### src/rtl/curve448_pkg.sv
// curve448_pkg: shared field width, fault-guard state encoding and counter sizing
package curve448_pkg;
  localparam int FIELD_W = 448;
  typedef enum logic [1:0] {IDLE, OUT, RETRY, LOCK} fault_state_t;
  typedef logic [FIELD_W-1:0] fe_t;
  function automatic int cnt_w(input int max_retry);
    return max_retry > 0 ? $clog2(max_retry + 1) : 1;
  endfunction
endpackage

### src/rtl/ladder_fault_guard_if.sv
// ladder_fault_guard_if: ladder result in, verified result out, retry and alarm sideband
interface ladder_fault_guard_if
  import curve448_pkg::*;
#(
  parameter int WIDTH = FIELD_W,
  parameter int MAX_RETRY = 2,
  parameter int CNT_W = cnt_w(MAX_RETRY)
);
  logic in_valid;
  logic in_ready;
  logic [WIDTH-1:0] in_data;
  logic in_error;
  logic out_valid;
  logic out_ready;
  logic [WIDTH-1:0] out_data;
  logic retry_req;
  logic [CNT_W-1:0] retry_cnt;
  logic fault_alarm;
  logic clear_alarm;
  modport master (
    output in_valid, in_data, in_error, out_ready, clear_alarm,
    input in_ready, out_valid, out_data, retry_req, retry_cnt, fault_alarm
  );
  modport slave (
    input in_valid, in_data, in_error, out_ready, clear_alarm,
    output in_ready, out_valid, out_data, retry_req, retry_cnt, fault_alarm
  );
endinterface

### src/rtl/ladder_fault_guard.sv
// ladder_fault_guard: forwards clean ladder results, requests recomputes on mismatch, locks when retries run out
module ladder_fault_guard
  import curve448_pkg::*;
#(
  parameter int WIDTH = FIELD_W,
  parameter int MAX_RETRY = 2,
  parameter int CNT_W = cnt_w(MAX_RETRY)
) (
  input logic clk,
  input logic rst_n,
  ladder_fault_guard_if.slave bus
);
  fault_state_t state, state_d;
  logic [WIDTH-1:0] data, data_d;
  logic [CNT_W-1:0] cnt, cnt_d;
  logic can_retry;
  assign can_retry = cnt != CNT_W'(MAX_RETRY);
  always_ff @(posedge clk) begin
    if (!rst_n) begin
      state <= IDLE;
      data <= '0;
      cnt <= '0;
    end else begin
      state <= state_d;
      data <= data_d;
      cnt <= cnt_d;
    end
  end
  always_comb begin
    state_d = state;
    data_d = data;
    cnt_d = cnt;
    unique case (state)
      IDLE: if (bus.in_valid) begin
        state_d = !bus.in_error ? OUT : can_retry ? RETRY : LOCK;
        data_d = bus.in_error ? '0 : bus.in_data;
        cnt_d = bus.in_error && can_retry ? cnt + CNT_W'(1) : cnt;
      end
      OUT: if (bus.out_ready) begin
        state_d = IDLE;
        data_d = '0;
        cnt_d = '0;
      end
      RETRY: state_d = IDLE;
      LOCK: begin
        data_d = '0;
        state_d = bus.clear_alarm ? IDLE : LOCK;
        cnt_d = bus.clear_alarm ? '0 : cnt;
      end
      default: state_d = IDLE;
    endcase
  end
  // Every output decodes from registered state, so nothing on in_* reaches out_* combinationally
  assign bus.in_ready = state == IDLE;
  assign bus.out_valid = state == OUT;
  assign bus.out_data = state == OUT ? data : '0;
  assign bus.retry_req = state == RETRY;
  assign bus.retry_cnt = cnt;
  assign bus.fault_alarm = state == LOCK;
endmodule

### src/flat_wrapper.sv
// flat-port wrapper written by rule: the top's interface ports become plain ports
module ladder_fault_guard_flat import curve448_pkg::*;
#(
  parameter int WIDTH = FIELD_W,
  parameter int MAX_RETRY = 2,
  parameter int CNT_W = cnt_w(MAX_RETRY)
)
  (clk, rst_n, bus_in_valid, bus_in_data, bus_in_error, bus_out_ready, bus_clear_alarm, bus_in_ready, bus_out_valid, bus_out_data, bus_retry_req, bus_retry_cnt, bus_fault_alarm);
  ladder_fault_guard_if #(.WIDTH(WIDTH), .MAX_RETRY(MAX_RETRY), .CNT_W(CNT_W)) bus_i ();
  input logic clk;
  input logic rst_n;
  input wire logic [$bits(bus_i.in_valid)-1:0] bus_in_valid;
  input wire logic [$bits(bus_i.in_data)-1:0] bus_in_data;
  input wire logic [$bits(bus_i.in_error)-1:0] bus_in_error;
  input wire logic [$bits(bus_i.out_ready)-1:0] bus_out_ready;
  input wire logic [$bits(bus_i.clear_alarm)-1:0] bus_clear_alarm;
  output wire logic [$bits(bus_i.in_ready)-1:0] bus_in_ready;
  output wire logic [$bits(bus_i.out_valid)-1:0] bus_out_valid;
  output wire logic [$bits(bus_i.out_data)-1:0] bus_out_data;
  output wire logic [$bits(bus_i.retry_req)-1:0] bus_retry_req;
  output wire logic [$bits(bus_i.retry_cnt)-1:0] bus_retry_cnt;
  output wire logic [$bits(bus_i.fault_alarm)-1:0] bus_fault_alarm;
  assign bus_i.in_valid = bus_in_valid;
  assign bus_i.in_data = bus_in_data;
  assign bus_i.in_error = bus_in_error;
  assign bus_i.out_ready = bus_out_ready;
  assign bus_i.clear_alarm = bus_clear_alarm;
  assign bus_in_ready = bus_i.in_ready;
  assign bus_out_valid = bus_i.out_valid;
  assign bus_out_data = bus_i.out_data;
  assign bus_retry_req = bus_i.retry_req;
  assign bus_retry_cnt = bus_i.retry_cnt;
  assign bus_fault_alarm = bus_i.fault_alarm;
  ladder_fault_guard #(.WIDTH(WIDTH), .MAX_RETRY(MAX_RETRY), .CNT_W(CNT_W)) u_core (.clk(clk), .rst_n(rst_n), .bus(bus_i));
endmodule
### config.mk
export PLATFORM = sky130hd
export DESIGN_NAME = ladder_fault_guard_flat
export DESIGN_NICKNAME = d
export VERILOG_FILES = /design/src/rtl/curve448_pkg.sv /design/src/rtl/ladder_fault_guard_if.sv /design/src/rtl/ladder_fault_guard.sv /design/src/flat_wrapper.sv
export SDC_FILE = /design/constraint.sdc
export NUM_CORES = 1
export LEC_CHECK = 0
export ABC_AREA = 1
export BUFFER_PORTS_ARGS = -buffer_cell sky130_fd_sc_hd__buf_4
export CELL_PAD_IN_SITES_DETAIL_PLACEMENT = 0
export CELL_PAD_IN_SITES_GLOBAL_PLACEMENT = 1
export CORE_AREA = 5 5 354 356
export CTS_CLUSTER_DIAMETER = 60
export CTS_CLUSTER_SIZE = 40
export DETAILED_ROUTE_END_ITERATION = 12
export DIE_AREA = 0 0 359 361
export MAX_ROUTING_LAYER = met4
export PLACE_DENSITY = 0.52
export SLEW_MARGIN = 20
export SYNTH_ARGS = -nofsm -noshare
export SYNTH_HDL_FRONTEND = slang
export SYNTH_SLANG_ARGS = --single-unit
### constraint.sdc
create_clock -name clk -period 1.5 [get_ports clk]
set_input_delay 0.15 -clock clk [delete_from_list [all_inputs] [get_ports clk]]
set_output_delay 0.15 -clock clk [all_outputs]
set_load 0.01 [all_outputs]
==> metrics.md <==
| Metric | Value |
|---|---|
| IO buf count | `a little over 900` |
| Final Non-Filler Cells | `6572` |
| P&R area growth vs syn | `70.4%` |
| Failing checks | `setup timing` |
| Post-Syn Nets | `3930` |
| Synth top area cells | `dfxtp_1 34%, o21ai_2 15%, nor2_2 10%` |
| Mean post-synth cell area | `approximately 7.6 um^2` |
| Die Ht | `about 360 um` |
| DRT Pass-1 Iters | `5` |
| # nets final | `between 5000 and 6000` |
| Syn Inst Count | `around 3500` |
| Initial antenna violation count | `21` |
| Max clock buf depth | `3` |
| Largest net degree at the start of global routing | `82` |
| Max_cap viols | `0` |
| Final WS setup | `-576 ps` |
| Final Total Pwr | `48700 uW` |
| Seq cells post-synth | `about 450` |
| CTS buffer count | `between 60 and 70` |
| Crit-path leading delay family | `buffers and inverters` |
| HPWL after DPL | `roughly 90000 um` |
| Arrival time worst endpoint | `roughly 1900 ps` |
| HP Class | `input pin to register` |
| Die width | `~360 um` |
| Final worst-path cycle share | `138%` |
| GPL Wtd Cong | `approximately 0.8` |
| Number of I/O pins | `908` |
| Post-synth top area cell | `dfxtp_1` |
| Gr ovfl total | `0` |
| Worst slew pin tran | `a little under 400 ps` |
| FP Rows | `128` |
| Power per cell area | `roughly 1100 nW/um^2` |
| Share of cells above drive strength 1 | `roughly 56%` |
| Max stage delay on crit path | `approximately 320 ps` |
| Area after DPL | `around 36000 um^2` |
| Warnings from Yosys | `0` |
| Netlist cell types | `25` |
| CP Class | `register to output port` |
| Synthesized area | `~26000 um^2` |
| Final instance area | `44900 um^2` |
| Final WL | `~120000 um` |
| CTS tree | `done` |
| F_max | `482 MHz` |
| Die area | `~130000 um^2` |
| Drt wl/cell | `around 18 um` |
| Initial core utilization | `a little over a fifth` |
| Placed Cells | `around 5900` |
| Slew margin rel. | `about three quarters` |
| Status | `complete, but fails checks` |
| Worst path bufs/invs | `6` |
| Final setup violating endpoints | `887` |
| # H-tree levels | `3` |
| CP required | `roughly 1400 ps` |
| RSZ-0062 raised after global routing | `yes` |
| Sequential area share after synthesis | `34.3%` |
| Drt drc | `0` |
| Clock Pin Slew Worst Setup and Hold Paths | `around 60 ps` |
| Vias in the first global route | `~28000` |
| Root buffer cell | `clkbuf_16` |
| Via count | `roughly 27000` |
| Leak | `between 0.015 and 0.02 uW` |
| Synth top area share | `between 30% and 40%` |
| CP max FO | `7` |
| First-pass GRT wire length | `about 180000 um` |
| Max VDD drop | `roughly 0.00064 V` |
| Worst Setup End Kind | `output port` |
| Clock Latency Late Sink | `630 ps` |
| GRT Util Overall | `between 10% and 20%` |
| Critical path's slowest cell | `dfxtp_2` |
| CORE AREA | `~120000 um^2` |
| TritonCTS sink count | `452` |
| Final min period | `2080 ps` |
| Final ANT Viol Nets | `0` |
| Final Hold Fails | `0` |
| Crit start category | `register` |
| Skew final | `a little under 20 ps` |
| Worst path cell trace | `inv_2 > buf_6 > nand2_8 > buf_12 > buf_16 > clkbuf_16 > nor2_2 > buf_4` |
| Initial DRC count | `roughly 1300` |
| Mean number of vias per cell | `a little over 4` |
| Slew Limit Fails | `0` |
==> power by group <==
| group | internal (uW) | leakage (uW) | switching (uW) | total, uW |
|---|---|---|---|---|
| Sequential | 13700 | 0.00374 | 1170 | 14900 |
| Combinational | 7600 | 0.0141 | 9260 | 16900 |
| Clock | 10400 | 0.00114 | 6580 | 17000 |
==> final timing paths <==
| path | end | slack, ps | start | depth (start not counted) |
|---|---|---|---|---|
| hold / removal | u_core.data[410] | 430 | bus_in_data[410] | 4 |
| setup reg to reg | u_core.data[34] | -220 | u_core.state[1] | 9 |
| setup / recovery | bus_out_data[188] | -580 | u_core.state[1] | 8 |
| hold reg to reg | u_core.data[287] | 500 | u_core.data[287] | 2 |
==> layout make-up <==
class                           count  area, um^2
Antenna cell                       23        57.6
Clock buffer                       85        1880
Clock inverter                     36         480
Fill cell                       13000       76500
Inverter                          459        1760
Multi-Input combinational cell   2268       14400
Sequential cell                   452        9050
Tap cell                         1625        2030
Timing Repair Buffer             1624       15300
==> through the flow <==
step                setup WS [ps]  util (%)  hold WS (ps)  TNS, ps
finish                       -576      37.0           426  -277790
global route                 -673      37.0           402  -367610
CTS                          -644      35.9           361  -324360
detailed placement           -216      29.5           456   -32120
global placement             -172      29.5           450   -23250
floorplan                    48.2         -           270        0
==> kinds of logic after synthesis <==
family	after synthesis	share of synthesized area (%)
AO/OA/AOI/OAI	453	14.9
adder cells (fa/ha/maj)	1	0.0475
buffers and inverters	755	14.8
flip-flops	452	34.3
AND/OR/NAND/NOR	1814	35.9
==> metal layers <==
layer | vias up | global-route usage (%) | part of all wire [%]
met5 | - | - | 0
met4 | 0 | 5.06 | 3.0
met3 | 147 | 3.48 | 4.5
met2 | 661 | 30.4 | 49
met1 | 12600 | 21.3 | 43
li1 | 13600 | - | -
==> sequential cells by signal, indices dropped and copies added (netlist names) <==
name / count
u_core.state: 2
u_core.bus.retry_cnt: 2
u_core.data: 448
==> synthesized netlist by cell type <==
cell and number:
nand3_1 449, ha_1 1, o21bai_1 2, o21ai_1 6, inv_4 1, nand2_2 390
buf_2 45, nor3_1 1, buf_4 33, nor2_1 461, a31oi_1 1, buf_8 1
o21ai_2 442, nand3b_2 1, or2_2 1, a21oi_1 2, buf_6 17, inv_2 3
inv_1 455, buf_12 45, nand2_4 1, clkbuf_1 155, dfxtp_1 452, nand2_1 68
nor2_2 442
==> cells in the final DEF (no fill, tap or decap), drive strengths merged <==
cell,instances
buf,1161
nor2,903
inv,468
nand2,459
dlygate4sd3,453
dfxtp,452
nand3,449
o21ai,448
clkbuf,95
diode,23
clkinv,14
bufinv,8
clkinvlp,5
o21bai,2
a21oi,2
nand3b,1
a31oi,1
nor3,1
or2,1
ha,1
==> tightest hold or removal path: cells and delay by family <==
family | cells | cell delay [ps]
and+or+nand+nor | 1 | 70
AOI/OAI and AO/OA | 1 | 80
buffers and inverters | 2 | 720
==> what timing repair did <==
action                                 CTS  global route
endpoints found under the hold margin  452             0
resized for setup                      172           268
setup buffers                            8             3
hold buffers                           453             0
gates cloned                             8            11
pin swaps                                3             3
setup endpoints to repair              800           901
No activity file was read; power rests on OpenSTA's default activity.
